<file path="src/rtl/bus_slave_interface_if.sv">
// Bus-side handshake bundle between a CPU-side bus initiator and the
// bus_slave_interface responder.
//   bus_stb_i  : master strobe, held high until ack
//   bus_we_i   : 1 = write, 0 = read
//   bus_adr_i  : byte address
//   bus_dat_i  : write data (master to slave)
//   bus_dat_o  : read data (slave to master)
//   bus_ack_o  : one-cycle transfer-complete pulse
// Signal names keep the slave's point of view (_i into the slave, _o out).
interface bus_slave_interface_if;
   logic        bus_stb_i;
   logic        bus_we_i;
   logic [31:0] bus_adr_i;
   logic [31:0] bus_dat_i;
   logic [31:0] bus_dat_o;
   logic        bus_ack_o;

   modport master (
      output bus_stb_i, bus_we_i, bus_adr_i, bus_dat_i,
      input  bus_dat_o, bus_ack_o
   );

   modport slave (
      input  bus_stb_i, bus_we_i, bus_adr_i, bus_dat_i,
      output bus_dat_o, bus_ack_o
   );
endinterface

</file>
<file path="src/rtl/bus_slave_interface.sv">
// Bus slave responder: decodes an address window, latches one transfer,
// hands it to a device through a req/rdy handshake and returns a single
// ack pulse. A device that never answers is cut off after TIMEOUT request
// cycles; that ack carries 32'hDEAD_BEEF on reads and sets a sticky error.
//
// Ports
//   bus_clk_i  : clock, all logic on the rising edge
//   bus_rst_i  : synchronous active-high reset
//   bus        : bus_slave_interface_if.slave (stb/we/adr/dat in, ack/dat out)
//   dev_req_o  : device request, high for the whole REQ phase
//   dev_we_o   : latched write enable
//   dev_adr_o  : latched offset within the decoded window
//   dev_dat_o  : latched write data
//   dev_dat_i  : device read data, valid with dev_rdy_i
//   dev_rdy_i  : device completion
//   err_o      : sticky timeout flag, cleared only by reset
//
// state | meaning
// ------+-------------------------------------------------------------
// IDLE  | waiting for a selected strobe
// REQ   | transfer latched, dev_req_o high, waiting for rdy or timeout
// ACK   | bus_ack_o high for this one cycle, then back to IDLE
module bus_slave_interface #(
   parameter logic [31:0] BASE_ADR = 32'h0000_1000,
   parameter logic [31:0] ADR_MASK = 32'hFFFF_F000,
   parameter logic [7:0]  TIMEOUT  = 8'd16
) (
   input  logic                   bus_clk_i,
   input  logic                   bus_rst_i,
   bus_slave_interface_if.slave   bus,
   output logic                   dev_req_o,
   output logic                   dev_we_o,
   output logic [31:0]            dev_adr_o,
   output logic [31:0]            dev_dat_o,
   input  logic [31:0]            dev_dat_i,
   input  logic                   dev_rdy_i,
   output logic                   err_o
);

   typedef enum logic [1:0] {
      ST_IDLE = 2'd0,
      ST_REQ  = 2'd1,
      ST_ACK  = 2'd2
   } state_t;

   localparam logic [7:0]  TO_LAST  = TIMEOUT - 8'd1;
   localparam logic [31:0] DEAD_VAL = 32'hDEAD_BEEF;

   state_t      state_q, state_d;
   logic        ack_q, ack_d;
   logic        req_q, req_d;
   logic        we_q, we_d;
   logic [31:0] adr_q, adr_d;
   logic [31:0] wdat_q, wdat_d;
   logic [31:0] rdat_q, rdat_d;
   logic        err_q, err_d;
   logic [7:0]  cnt_q, cnt_d;
   logic        sel;

   assign sel = (bus.bus_adr_i & ADR_MASK) == BASE_ADR;

   always_comb begin
      state_d = state_q;
      ack_d   = 1'b0;
      req_d   = req_q;
      we_d    = we_q;
      adr_d   = adr_q;
      wdat_d  = wdat_q;
      rdat_d  = rdat_q;
      err_d   = err_q;
      cnt_d   = cnt_q;

      case (state_q)
         ST_IDLE: begin
            req_d = 1'b0;
            if (bus.bus_stb_i && sel) begin
               we_d    = bus.bus_we_i;
               adr_d   = bus.bus_adr_i & ~ADR_MASK;
               wdat_d  = bus.bus_dat_i;
               cnt_d   = 8'd0;
               req_d   = 1'b1;
               state_d = ST_REQ;
            end
         end

         ST_REQ: begin
            // rdy is tested first so a completion in the timeout cycle is
            // treated as a normal transfer.
            if (dev_rdy_i) begin
               if (!we_q) begin
                  rdat_d = dev_dat_i;
               end
               req_d   = 1'b0;
               ack_d   = 1'b1;
               state_d = ST_ACK;
            end else if (cnt_q == TO_LAST) begin
               if (!we_q) begin
                  rdat_d = DEAD_VAL;
               end
               err_d   = 1'b1;
               req_d   = 1'b0;
               ack_d   = 1'b1;
               state_d = ST_ACK;
            end else begin
               cnt_d = cnt_q + 8'd1;
            end
         end

         ST_ACK: begin
            req_d   = 1'b0;
            state_d = ST_IDLE;
         end

         default: begin
            req_d   = 1'b0;
            state_d = ST_IDLE;
         end
      endcase
   end

   always_ff @(posedge bus_clk_i) begin
      if (bus_rst_i) begin
         state_q <= ST_IDLE;
         ack_q   <= 1'b0;
         req_q   <= 1'b0;
         we_q    <= 1'b0;
         adr_q   <= 32'd0;
         wdat_q  <= 32'd0;
         rdat_q  <= 32'd0;
         err_q   <= 1'b0;
         cnt_q   <= 8'd0;
      end else begin
         state_q <= state_d;
         ack_q   <= ack_d;
         req_q   <= req_d;
         we_q    <= we_d;
         adr_q   <= adr_d;
         wdat_q  <= wdat_d;
         rdat_q  <= rdat_d;
         err_q   <= err_d;
         cnt_q   <= cnt_d;
      end
   end

   assign bus.bus_ack_o = ack_q;
   assign bus.bus_dat_o = rdat_q;
   assign dev_req_o     = req_q;
   assign dev_we_o      = we_q;
   assign dev_adr_o     = adr_q;
   assign dev_dat_o     = wdat_q;
   assign err_o         = err_q;

endmodule
</file>
<file path="src/flat_wrapper.sv">
// flat-port wrapper written by rule: the top's interface ports become plain ports
module bus_slave_interface_flat 
#(
   parameter logic [31:0] BASE_ADR = 32'h0000_1000,
   parameter logic [31:0] ADR_MASK = 32'hFFFF_F000,
   parameter logic [7:0]  TIMEOUT  = 8'd16
)
  (bus_clk_i, bus_rst_i, dev_req_o, dev_we_o, dev_adr_o, dev_dat_o, dev_dat_i, dev_rdy_i, err_o, bus_bus_stb_i, bus_bus_we_i, bus_bus_adr_i, bus_bus_dat_i, bus_bus_dat_o, bus_bus_ack_o);
  bus_slave_interface_if bus_i ();
  input  logic bus_clk_i;
  input  logic bus_rst_i;
  output logic dev_req_o;
  output logic dev_we_o;
  output logic [31:0] dev_adr_o;
  output logic [31:0] dev_dat_o;
  input  logic [31:0] dev_dat_i;
  input  logic dev_rdy_i;
  output logic err_o;
  input wire logic [$bits(bus_i.bus_stb_i)-1:0] bus_bus_stb_i;
  input wire logic [$bits(bus_i.bus_we_i)-1:0] bus_bus_we_i;
  input wire logic [$bits(bus_i.bus_adr_i)-1:0] bus_bus_adr_i;
  input wire logic [$bits(bus_i.bus_dat_i)-1:0] bus_bus_dat_i;
  output wire logic [$bits(bus_i.bus_dat_o)-1:0] bus_bus_dat_o;
  output wire logic [$bits(bus_i.bus_ack_o)-1:0] bus_bus_ack_o;
  assign bus_i.bus_stb_i = bus_bus_stb_i;
  assign bus_i.bus_we_i = bus_bus_we_i;
  assign bus_i.bus_adr_i = bus_bus_adr_i;
  assign bus_i.bus_dat_i = bus_bus_dat_i;
  assign bus_bus_dat_o = bus_i.bus_dat_o;
  assign bus_bus_ack_o = bus_i.bus_ack_o;
  bus_slave_interface #(.BASE_ADR(BASE_ADR), .ADR_MASK(ADR_MASK), .TIMEOUT(TIMEOUT)) u_core (.bus_clk_i(bus_clk_i), .bus_rst_i(bus_rst_i), .bus(bus_i), .dev_req_o(dev_req_o), .dev_we_o(dev_we_o), .dev_adr_o(dev_adr_o), .dev_dat_o(dev_dat_o), .dev_dat_i(dev_dat_i), .dev_rdy_i(dev_rdy_i), .err_o(err_o));
endmodule
</file>
<file path="config.mk">
export PLATFORM = sky130hd
export DESIGN_NAME = bus_slave_interface_flat
export DESIGN_NICKNAME = d
export VERILOG_FILES = /design/src/rtl/bus_slave_interface_if.sv /design/src/rtl/bus_slave_interface.sv /design/src/flat_wrapper.sv
export SDC_FILE = /design/constraint.sdc
export NUM_CORES = 1
export LEC_CHECK = 0
export BUFFER_PORTS_ARGS = -buffer_cell sky130_fd_sc_hd__clkbuf_2
export CAP_MARGIN = 20
export CORE_MARGIN = 3
export CORE_UTILIZATION = 44
export CTS_CLUSTER_DIAMETER = 80
export DETAILED_ROUTE_END_ITERATION = 6
export PLACE_DENSITY = 0.82
export SLEW_MARGIN = 10
export SYNTH_ARGS = -nofsm -noshare
export SYNTH_HDL_FRONTEND = slang
export SYNTH_SLANG_ARGS = --single-unit
</file>
<file path="constraint.sdc">
create_clock -name bus_clk_i -period 2.2 [get_ports bus_clk_i]
set_input_delay 0.22 -clock bus_clk_i [delete_from_list [all_inputs] [get_ports bus_clk_i]]
set_output_delay 0.22 -clock bus_clk_i [all_outputs]
set_load 0.01 [all_outputs]
</file>
* Yosys cells after proc, flatten, opt, wreduce, memory -nomap -nowiden
Index checks and enable logic that the tools add are counted.
** Operators by class
- Add/sub/neg operators :: 1
- Equality and inequality tests :: 7
- Muxes and demuxes :: 18
- Bitwise operators :: 3
- Reductions and logical operators :: 10
** Operators with widths (count)
- two-way mux 32 bit :: 4
- two-way mux 8 bit :: 3
- == test 20 x 1 -> 1 bit, second input constant :: 1
- case mux 8 bit (2 select lines) :: 1
- adder 8 x 1 -> 8 bit, second input constant :: 1
- == test 8 x 4 -> 1 bit, second input constant :: 1
- two-way mux 2 bit :: 3
- AND reduction 3 bit :: 2
- two-way mux 1 bit :: 5
- != test 2 bit, second input constant :: 2
- case mux 2 bit (2 select lines) :: 1
- AND reduction 2 bit :: 2
- AND reduction 4 bit :: 1
- nonzero test 2 bit :: 2
- != test 3 x 2 -> 1 bit, second input constant :: 1
- inverter 1 bit :: 3
- == test 2 x 1 -> 1 bit, second input constant :: 1
- logical NOT 2 bit :: 1
- != test 2 x 1 -> 1 bit, second input constant :: 1
- case mux 1 bit (2 select lines) :: 1
- OR reduction 2 bit :: 1
- logical AND 1 bit :: 1
** Storage, ports and cells
- Bits in registers :: 90
- Input port bits :: 101
- Output and inout port bits :: 100
- Word-level logic and storage cells :: 48

* Longest topological paths before layout
- Depth after elaboration :: 4
- Gate-level depth with buffers :: 7
- Gate-level depth less buffers :: 5

* Worst setup path before layout
Ideal clock, no wire load.
- Path type :: flip-flop to flip-flop
- Start point :: register u_core.cnt_q[0]
- End point :: register u_core.cnt_q[5]
- Setup time :: 0.079 ns
- Data arrival time :: 1.754 ns
- Required time :: 2.121 ns
- Slack :: 0.367 ns
- Cell stages (with the launch flop) :: 7
- Clock period less this slack :: 1.833 ns
- Path through :: dfxtp_1 ha_1 and3_4 buf_6 a211o_1 or4_4 o221ai_2
** Between the ends
- Cells in the longest elaborated chain, start to end :: 4
- Elaborated cells between the ends (all ways) :: 7
- Classes of those cells :: add/sub: 1; eq/ne: 2; mux: 3; reduce/logical: 1
** Ends and longest elaborated chain
- start: declaration :: line bus_slave_interface.sv:57 : logic [7:0] cnt_q, cnt_d;
- start signal: assignment :: line bus_slave_interface.sv:141 : cnt_q <= cnt_d;
- adder 8 x 1 -> 8 bit :: line bus_slave_interface.sv:105 : cnt_d = cnt_q + 8'd1;
- two-way mux 8 bit :: line bus_slave_interface.sv:96 : end else if (cnt_q == TO_LAST) begin
- two-way mux 8 bit :: line bus_slave_interface.sv:89 : if (dev_rdy_i) begin
- case mux 8 bit (2 select lines) :: line bus_slave_interface.sv:73 : case (state_q)
Several ways; a longest one is shown, not always the timed one. The select of a mux whose other input is x is not followed.
A chain may end at the register's enable or synchronous reset.

* Final worst setup path
- Start point :: register u_core.state_q[1]
- End point :: register u_core.rdat_q[26] (netlist: u_core.bus.bus_dat_o[26])
** Between the ends
- Cells in the longest elaborated chain, start to end :: 2
** Ends and longest elaborated chain
- start: declaration :: line bus_slave_interface.sv:49 : state_t state_q, state_d;
- start signal: assignment :: line bus_slave_interface.sv:133 : state_q <= state_d;
- == test 2 x 1 -> 1 bit :: line bus_slave_interface.sv:73
- AND reduction 3 bit (no source line)
- end signal: assignment :: line bus_slave_interface.sv:139 : rdat_q <= rdat_d;
- end: declaration :: line bus_slave_interface.sv:55 : logic [31:0] rdat_q, rdat_d;
Every way passes these cells.

==> key figures <==
Route
  • DR WL met2: about 4700 um
  • Via count: 3553
  • Final wirelength: slightly below 10000 um
  • DR WL/cell: between 10 and 15 um
  • DR top layer: met4
  • Routed Antenna Nets: 0
  • Drt via density: 5.343
  • Met1 wire length: between 4000 and 5000 um
  • # DRC: 0
  • Pre-antenna DRT Iters: 4
  • Iteration-0 DRC count of the detailed router: ~130
  • Wire length on met3: a little under 900 um

Timing
  • Slew @ Worst Pin: around 0.67 ns
  • Setup Skew: 0.01210 ns
  • Fin. Hold Viols: 0
  • Tcrit/Tclk final: 88.48%
  • Max Slew Vio Count: 0
  • RSZ-0062 raised after global routing: no
  • Setup TNS: 0 ns
  • Final setup violation count: 0
  • Max frequency: 513.7 MHz
  • Min cycle time layout: a little under 2 ns
  • Slew headroom: a little over half

Finish
  • Design Area, Final: ~0.0047 mm^2
  • Ratio of cells with drive above 1 in the final layout: 42.27%
  • Area delta synth->final: 29.88%
  • Nets: 660
  • N_diodes: 0

Clock network
  • Post-CTS Hold Buffers: 0
  • CTS tree: done
  • Clk_lat worst skew: between 0.3 and 0.4 ns
  • Root Buffer: clkbuf_8
  • Clk slew on worst S/H paths: 0.09 ns
  • TritonCTS Buffers: 9
  • Clock sink total: 90
  • H-Tree Depth: 3
  • CTS Buffer Depth: 2

Synth
  • Syn_area_per_cell: ~9.2 um^2
  • Synth Instances: just under 400
  • Syn. warnings: 0
  • FF+latch count, synth: 90
  • Share of the synthesized area in the top cell type: about half
  • Compound-gate portion of the synthesized area: a little over a quarter
  • Area share of and/or/nand/nor cells after synthesis: a little over an eighth
  • Adder-cell share of the synthesized area: less than 1%
  • Synth Cell Area: about 0.0036 mm^2
  • Post-synthesis mux area share: 0%
  • Sequential area share after synthesis: about half
  • Largest cells by area after synthesis: dfxtp_1, a21oi_1, nand3_1
  • Post-Synth XOR/XNOR Area: 0%
  • Area leader, netlist: dfxtp_1
  • Largest family of logic cells by synthesized area: compound AO/OA/AOI/OAI gates
  • Netlist cell types: 44

Die
  • Die area: between 0.009 and 0.01 mm^2
  • Die height: ~97 um
  • Die X: ~97 um
  • I/O Pins: ~200
  • FP Rows: 32
  • Core Area: 0.007848 mm^2
  • Starting Density: a little under half

Worst setup path
  • Worst setup EP type: register
  • Crit-path max cell delay: just over 0.5 ns
  • CP Cell Sequence: nand2b_1 > or2_0 > nor2_4 > o221a_2
  • CP Max Fanout: 24
  • Stages on worst setup path: 4
  • Crit start category: register
  • Buffers & Inverters on Critical Path: 0
  • Crit path required time: approximately 2.5 ns
  • Crit path DAT: about 2.2 ns
  • CP top delay family: simple AND/OR/NAND/NOR gates
  • R2R depth: 4
  • Worst path slowest cell: nor2_4
  • CP Class: reg2reg

Pwr
  • Pwr/cell area: between 600 and 700 mW/mm^2
  • Gate power share: under 10%
  • Clk pwr share: around two fifths
  • Pleak: between 2 and 2.5 nW
  • Seq pwr share: a little over half
  • Maximum VDD drop: between 0.3 and 0.4 mV
  • Net Sw Power: roughly 640 uW
  • Cell internal pwr: about 2.3 mW
  • Net Sw Frac: a little over a fifth

GRT
  • Number of global-route vias before repair: about 3500
  • Largest net degree at the start of global routing: 47
  • First-pass GRT wire length: approximately 16000 um
  • Total global-route track usage: about a fifth
  • Initial antenna violation count: 0
  • Global route overflow: 0

Outcome
  • Outcome: finished, final reports clean

Job
  • Max-cap violation count: 0

Placement
  • PortBufs: 180
  • Placed instance area: around 0.0045 mm^2
  • Routability cong.: 0.8666
  • Dpl hpwl: ~7000 um

Hold path
  • Hold WC Path Type: in2reg
  • Hold path depth: 3
## final cells by class
cell class | instances | area (um^2)
timing repair buffer | 191 | 996.0
inverter | 1 | 3.754
multi-input combinational | 265 | 1559
tap | 102 | 127.6
fill | 712 | 3148
clock buffer | 12 | 135.1
sequential | 90 | 1802
clock inverter | 4 | 76.32
## registers in the layout, summed over array words and instances (netlist names)
name / cells
u_core.bus.bus_dat_o: 32
u_core.cnt_q: 8
u_core.dev_req_o: 1
u_core.dev_we_o: 1
u_core.dev_dat_o: 32
u_core.state_q: 2
u_core.dev_adr_o: 12
u_core.bus.bus_ack_o: 1
u_core.err_o: 1
## power groups by stage
stage          logic [mW]  clock network [mW]  registers, mW
3_5_place_dp        0.150                   0           1.67
3_3_place_gp        0.149                   0           1.67
6_report            0.153                1.20           1.63
4_1_cts             0.151                1.23           1.63
2_1_floorplan      0.0749                   0           1.67
5_1_grt             0.167                1.30           1.63
## cell usage in the layout (no fill, tap or decap), types with 7 or more instances in the layout
cell type and instances:
clkbuf_2 180, o21ai_0 55, a21oi_1 61, conb_1 20
buf_4 10, clkbuf_8 9, o221a_2 24, nand2_1 7
dfxtp_1 90, nand3_1 57
## worst paths after layout
kind / from / slack [ns] / to
min reg2reg: u_core.dev_req_o$_SDFFE_PP0P_ / 0.46 / u_core.dev_req_o$_SDFFE_PP0P_
max: u_core.state_q[1]$_SDFFE_PP0P_ / 0.25 / u_core.bus.bus_dat_o[26]$_SDFFE_PP0P_
max reg2reg: u_core.state_q[1]$_SDFFE_PP0P_ / 0.25 / u_core.bus.bus_dat_o[26]$_SDFFE_PP0P_
min: bus_bus_adr_i[6] / 0.09 / u_core.dev_adr_o[6]$_SDFFE_PP0P_
## synthesized netlist by cell type, drive strengths merged
cell type / count
a311oi: 1
nand2b: 1
nor3: 3
o21ai: 56
buf: 35
nand3: 57
o211ai: 1
a31oi: 1
clkinv: 1
and2: 1
and3: 2
nor3b: 1
o221a: 24
a21oi: 61
nor4: 4
or2: 1
ha: 1
conb: 1
dfxtp: 90
o221ai: 2
a211o: 1
o21a: 3
nor2: 4
nor4b: 2
or4: 1
a21boi: 1
and4: 1
nand4: 1
a211oi: 3
a41oi: 1
nand2: 8
clkbuf: 23
or3: 2
## per-stage QoR
step | power [mW] | hold WS [ns] | util (%) | std cells | worst slack (ns)
final | 2.984 | 0.09137 | 59.89 | 665 | 0.2534
after floorplan | 1.741 | 0.3677 | - | 414 | 0.3669
after detailed placement | 1.816 | 0.4546 | 57.16 | 649 | 0.1762
after CTS | 3.011 | 0.08019 | 59.85 | 665 | 0.1632
after global placement | 1.815 | 0.4481 | 57.16 | 649 | 0.2788
after global routing | 3.095 | 0.08282 | 59.89 | 665 | 0.07369
## metal layers
metal,track usage [%],up-vias
li1,-,1749
met1,24.18,1636
met2,33.92,152
met3,6.200,16
met4,8.423,0
met5,0,-
## repair_timing
| action | 4_1_cts | 5_1_grt |
|---|---|---|
| gates resized for setup | 0 | 1 |
| setup buffers | 0 | 0 |
| endpoints found under the setup margin | 0 | 24 |
## cell families (layout without fill, tap and decap cells)
kind of cell	count (synthesis)	in the layout
AO/OA/AOI/OAI	155	155
adder cells (fa/ha/maj)	1	1
buffers and inverters	59	208
flip-flops	90	90
other	1	20
AND/OR/NAND/NOR	89	89
## worst min-delay path, delay by kind of cell
family | cells | cell delay [ns]
buf+inv | 1 | 0.08
simple gates | 1 | 0.05
compound gates | 1 | 0.05
Note: power is estimated with default switching activity, not from simulation.
